==> config.mk <==
export PLATFORM = sky130hd
export DESIGN_NAME = pulse_train_ctrl
export DESIGN_NICKNAME = d
export VERILOG_FILES = /design/src/rtl/pulse_train_ctrl.sv
export SDC_FILE = /design/constraint.sdc
export NUM_CORES = 1
export LEC_CHECK = 0
export ABC_AREA = 1
export CAP_MARGIN = 10
export CORE_MARGIN = 5
export CORE_UTILIZATION = 59
export CTS_CLUSTER_SIZE = 14
export DETAILED_ROUTE_END_ITERATION = 10
export PLACE_DENSITY = 0.82
export SLEW_MARGIN = 20
export SYNTH_ARGS = -nofsm -noshare
export SYNTH_HDL_FRONTEND = slang
export SYNTH_SLANG_ARGS = --single-unit
==> constraint.sdc <==
create_clock -name clk -period 3.8 [get_ports clk]
set_clock_uncertainty 0.2 [all_clocks]
set_input_delay 0.57 -clock clk [delete_from_list [all_inputs] [get_ports clk]]
set_output_delay 0.57 -clock clk [all_outputs]
set_load 0.05 [all_outputs]
==> src/rtl/pulse_train_ctrl.sv <==
// Programmable pulse-train sequencer: `count` pulses, each `width` cycles high in a `period`-cycle slot.
// Optional macro PTC_CONTINUOUS_EN adds a `cont` input that repeats the train until abort.
module pulse_train_ctrl #(
    parameter int CNT_W = 16,
    parameter int NUM_W = 8
) (
    input  logic             clk,
    input  logic             rst,
    input  logic             start,
    input  logic             abort,
`ifdef PTC_CONTINUOUS_EN
    input  logic             cont,
`endif
    input  logic [CNT_W-1:0] period,
    input  logic [CNT_W-1:0] width,
    input  logic [NUM_W-1:0] count,
    output logic             busy,
    output logic             done,
    output logic             err,
    output logic             pulse_out,
    output logic [NUM_W-1:0] pulse_idx
);

    localparam logic [1:0] IDLE = 2'd0;
    localparam logic [1:0] HIGH = 2'd1;
    localparam logic [1:0] LOW  = 2'd2;
    localparam logic [1:0] FIN  = 2'd3;

    logic [1:0]       state_q, state_d;
    logic             start_dly_q, start_dly_d;
    logic [CNT_W-1:0] cnt_q, cnt_d;
    logic [CNT_W-1:0] period_q, period_d;
    logic [CNT_W-1:0] w_q, w_d;
    logic [NUM_W-1:0] count_q, count_d;
    logic [NUM_W-1:0] idx_q, idx_d;
    logic             cont_q, cont_d;
    logic             busy_q, busy_d;
    logic             done_q, done_d;
    logic             err_q, err_d;
    logic             pulse_q, pulse_d;
    logic             launch;
    logic             fin_err;
    logic             cont_in;

`ifdef PTC_CONTINUOUS_EN
    assign cont_in = cont;
`else
    assign cont_in = 1'b0;
`endif

    always_comb begin
        state_d     = state_q;
        cnt_d       = cnt_q;
        period_d    = period_q;
        w_d         = w_q;
        count_d     = count_q;
        idx_d       = idx_q;
        cont_d      = cont_q;
        fin_err     = 1'b0;
        start_dly_d = start;
        launch      = start & ~start_dly_q;

        case (state_q)
            IDLE: begin
                if (launch) begin
                    period_d = period;
                    count_d  = count;
                    cont_d   = cont_in;
                    cnt_d    = '0;
                    // Width is clamped so every slot keeps at least one low cycle.
                    w_d      = (width >= period) ? period - CNT_W'(1) : width;
                    if (period < CNT_W'(2) || count == '0) begin
                        state_d = FIN;
                        fin_err = 1'b1;
                    end else begin
                        idx_d   = '0;
                        state_d = (w_d != '0) ? HIGH : LOW;
                    end
                end
            end
            HIGH: begin
                if (abort) begin
                    state_d = FIN;
                    fin_err = 1'b1;
                end else begin
                    if (cnt_q == w_q - CNT_W'(1)) begin
                        state_d = LOW;
                    end
                    cnt_d = cnt_q + CNT_W'(1);
                end
            end
            LOW: begin
                if (abort) begin
                    state_d = FIN;
                    fin_err = 1'b1;
                end else if (cnt_q == period_q - CNT_W'(1)) begin
                    cnt_d = '0;
                    if (idx_q == count_q - NUM_W'(1)) begin
                        if (cont_q) begin
                            idx_d   = '0;
                            state_d = (w_q != '0) ? HIGH : LOW;
                        end else begin
                            state_d = FIN;
                        end
                    end else begin
                        idx_d   = idx_q + NUM_W'(1);
                        state_d = (w_q != '0) ? HIGH : LOW;
                    end
                end else begin
                    cnt_d = cnt_q + CNT_W'(1);
                end
            end
            default: begin
                state_d = IDLE;
            end
        endcase

        busy_d  = (state_d == HIGH) || (state_d == LOW);
        pulse_d = (state_d == HIGH);
        done_d  = (state_d == FIN);
        err_d   = fin_err;
    end

    always_ff @(posedge clk) begin
        if (rst) begin
            state_q     <= IDLE;
            start_dly_q <= 1'b0;
            cnt_q       <= '0;
            period_q    <= '0;
            w_q         <= '0;
            count_q     <= '0;
            idx_q       <= '0;
            cont_q      <= 1'b0;
            busy_q      <= 1'b0;
            done_q      <= 1'b0;
            err_q       <= 1'b0;
            pulse_q     <= 1'b0;
        end else begin
            state_q     <= state_d;
            start_dly_q <= start_dly_d;
            cnt_q       <= cnt_d;
            period_q    <= period_d;
            w_q         <= w_d;
            count_q     <= count_d;
            idx_q       <= idx_d;
            cont_q      <= cont_d;
            busy_q      <= busy_d;
            done_q      <= done_d;
            err_q       <= err_d;
            pulse_q     <= pulse_d;
        end
    end

    assign busy      = busy_q;
    assign done      = done_q;
    assign err       = err_q;
    assign pulse_out = pulse_q;
    assign pulse_idx = idx_q;

endmodule

==> results_dict.tcl <==
set metrics [dict create \
    synth-seq-cells 71 \
    critPathLaunch "period[15]" \
    dp_hpwl_um 11670 \
    route.vias.total 5868 \
    vias_per_cell 5.249 \
    report.final.hold_viol_count 0 \
    multiInputGateArea_mm2 0.003741 \
    timing.critical_path.to_type "flip-flop" \
    design.final.nets 1053 \
    finalSetupViolations 0 \
    ctsResizeCount 0 \
    postSynthNetCount 1007 \
    synth-edff-count 0 \
    status "completed" \
    clock-sinks 71 \
    worst_ep_required_time_ns 3.91 \
    die_x_um 108.5 \
    period_share_pct 87.15 \
    worst_pin_slew_ns 0.5081 \
    initial_antenna_violation_count 0 \
    path_class "in -> reg" \
    synth-main-ff-cell "dfxtp_1" \
    crit_path_leading_delay_family "simple AND/OR/NAND/NOR gates" \
    timing_max_transition_violations_final 0 \
    dpl.cell_count 1102 \
    antennaDiodeCount 0 \
    layout-drive-gt1-share_pct 5.584 \
    overflow 0 \
    syn_area_mm2 0.005720 \
    synthArstFlopShare_pct 0 \
    first_pass_grt_wire_length_um 25380 \
    worst-path-max-fanout 16 \
    cts_htree_levels 3 \
    worst_path_largest_cell_delay_ns 0.52 \
    post-route-drc-count 0 \
    maxCapViolCount 0 \
    clock_insertion_delay_worst_skew_ns 0.36 \
    globalRouteTotalUtil_pct 26.80 \
    timing.slew.headroom_pct 66.02 \
    gp_routability_congestion 0.9617 \
    yosysSeqAreaShare_pct 24.85 \
    clk_pin_slew_ns 0.09 \
    input_output_buffers 55 \
    grt_pass1_vias 5510 \
    die_area_mm2 0.01176 \
    final-instance-count-excl-fill 1118 \
    post-cts-setup-buffers 0 \
    static-leakage-power_nw 3.207 \
    syn_inst 934 \
    crit_path_top_delay_cell "clkdlybuf4s50_1" \
    critical_path.n_buffers_inverters 3 \
    cp_cell_sequence "clkdlybuf4s50_1 > inv_1 > ha_1 > nand2_1 > o21ai_0 > a21oi_4 > buf_4 > nand3_1 > nand2_1 > nor2_1 > nand2_1 > nor2_1 > nand2_1 > nor2_1 > o21ai_0 > ha_1 > nor2_1" \
    cts_buffers 9 \
    grt_setup_unrepaired "false" \
    detailed_route_iter0_violations 406 \
    totalWireLength_um 14910 \
    cts.path.max_buffers 2 \
    whs_ns 0.3046 \
    clock-root-buffer "clkbuf_8" \
    startpoint_type "input pin" \
    cts-hold-fix-buffers 0 \
    grt_util_met2_pct 44.35 \
    floorplan.initialDensity_pct 59.62 \
    synth.avg_cell_area_um2 6.125 \
    met3_usage_pct 3.045 \
    core.rowCount 36 \
    final-seq-area_mm2 0.001421 \
    dieHeight_um 108.5 \
    syn_to_final_growth_pct 15.84 \
    grt-busiest-layer "met2" \
    ant_nets 0 \
    core_area_mm2 0.009594 \
    synthDistinctLibCells 37 \
    finalWorstPathRequiredPeriod_ns 3.312 \
    class_of_the_tightest_hold_or_removal_check "reg -> reg" \
    critical_path.reg2reg.startpoint "period_q[0]" \
    design.portCount 56 \
    groute.layer.met1.usage_pct 35.74 \
    maxClockFrequency_ghz 0.3020 \
    worstHoldStart "count_q[6]" \
    tritoncts "built" \
    timing.setup.tns_ns 0 \
    wl_per_instance_um 13.34 \
    ratio_of_total_power_to_cell_area_mw_per_mm2 469.9 \
    firstDrtPassIters 5 \
    nFillCells 871 \
    cp.arrival_ns 3.42 \
    maximum_number_of_pins_on_one_net_before_global_route_repair 42 \
    vdd.ir_drop.worst_v 0.0002447 \
    yosysWarningCount 0 \
]
-- cells by family after synthesis --
family	after synthesis	share of synthesized area [%]
AND/OR/NAND/NOR	510	38.52
buffers and inverters	143	9.799
AO/OA/AOI/OAI	126	12.07
flip-flops	71	24.85
XOR/XNOR	55	8.421
adder cells (fa/ha/maj)	29	6.343
-- metal layers --
| metal | wire, µm | vias up |
|---|---|---|
| met5 | 0 | - |
| met4 | 340 | 0 |
| met3 | 665 | 27 |
| met2 | 6847 | 147 |
| met1 | 7057 | 2626 |
| li1 | - | 3068 |
-- final cells by class --
type	instances	share of cell area [%]
clock buffer	9	1.869
clock inverter	7	1.926
inverter	114	6.458
multi-input combinational	720	56.46
sequential	71	21.45
tap	133	2.511
timing repair buffer	64	9.328
-- cell usage in the layout (no fill, tap or decap), drive strengths merged --
cell / count
a22oi: 2
dfxtp: 71
nor3: 14
clkinv: 3
xor2: 42
o211ai: 1
bufinv: 3
o21bai: 7
o2111a: 1
or2: 2
clkbuf: 9
ha: 29
nand3b: 12
nand3: 74
nand4: 11
buf: 9
inv: 115
a21o: 1
clkdlybuf4s50: 55
nor4: 3
and2: 2
o21ai: 51
nor2: 135
nand2: 257
xnor2: 13
a21oi: 63
-- synthesized netlist by cell type (2+ instances only) --
library cell / instances / area (µm²)
nand2_1: 249 / 934.7
nor2_1: 128 / 480.5
inv_1: 110 / 412.9
nand3_1: 72 / 360.4
dfxtp_1: 71 / 1421
a21oi_1: 60 / 300.3
o21ai_0: 50 / 250.2
xor2_1: 42 / 367.9
ha_1: 29 / 362.9
clkbuf_1: 17 / 63.81
xnor2_1: 13 / 113.9
nand3b_1: 12 / 90.09
nor3_1: 11 / 55.05
nand4_1: 10 / 62.56
nand2_2: 8 / 50.05
o21bai_1: 7 / 52.55
buf_2: 4 / 20.02
nor2_4: 4 / 45.04
buf_1: 3 / 11.26
clkbuf_2: 3 / 15.01
inv_2: 3 / 11.26
nor2_2: 3 / 18.77
nor3_2: 3 / 30.03
nor4_1: 3 / 18.77
a21oi_4: 2 / 32.53
a22oi_1: 2 / 15.01
and2_1: 2 / 12.51
buf_6: 2 / 22.52
nand3_2: 2 / 20.02
or2_2: 2 / 12.51
-- path summary, 6_finish.rpt --
kind	end	slack (ns)	cells after the start
setup reg to reg	busy	1.00	18
setup / recovery	busy	0.49	17
hold / removal	count_q[6]	0.30	2
hold reg to reg	count_q[6]	0.30	2
-- stage by stage --
step | util [%] | power [W] | area (µm²) | worst slack, ns
3_5_place_dp | 66.45 | 0.002330 | 6375 | 0.1954
4_1_cts | 69.07 | 0.003107 | 6626 | 0.5038
6_report | 69.07 | 0.003114 | 6626 | 0.4883
5_1_grt | 69.07 | 0.003362 | 6626 | 0.1530
3_3_place_gp | 66.45 | 0.002309 | 6375 | 0.2047
2_1_floorplan | - | 0.002014 | 5720 | 0.9206
-- state kept, by name, summed over array words and instances, names as in the netlist --
register	cells
start_dly_q	1
pulse_out	1
err	1
done	1
cnt_q	16
w_q	16
period_q	16
count_q	8
state_q	2
pulse_idx	8
busy	1
-- worst min-delay path: stages (launching register included) --
cell,delay (ns)
dfxtp_1,0.32
inv_1,0.08
a21oi_1,0.06
-- where the power goes --
part	switching, W	internal, W	total (W)
combinational	0.000889	0.000499	0.00139
clock	0.000329	0.000445	0.000774
sequential	0.000111	0.000841	0.000952
total	0.00133	0.00179	0.00311
Power figures use the tool's default switching activity.
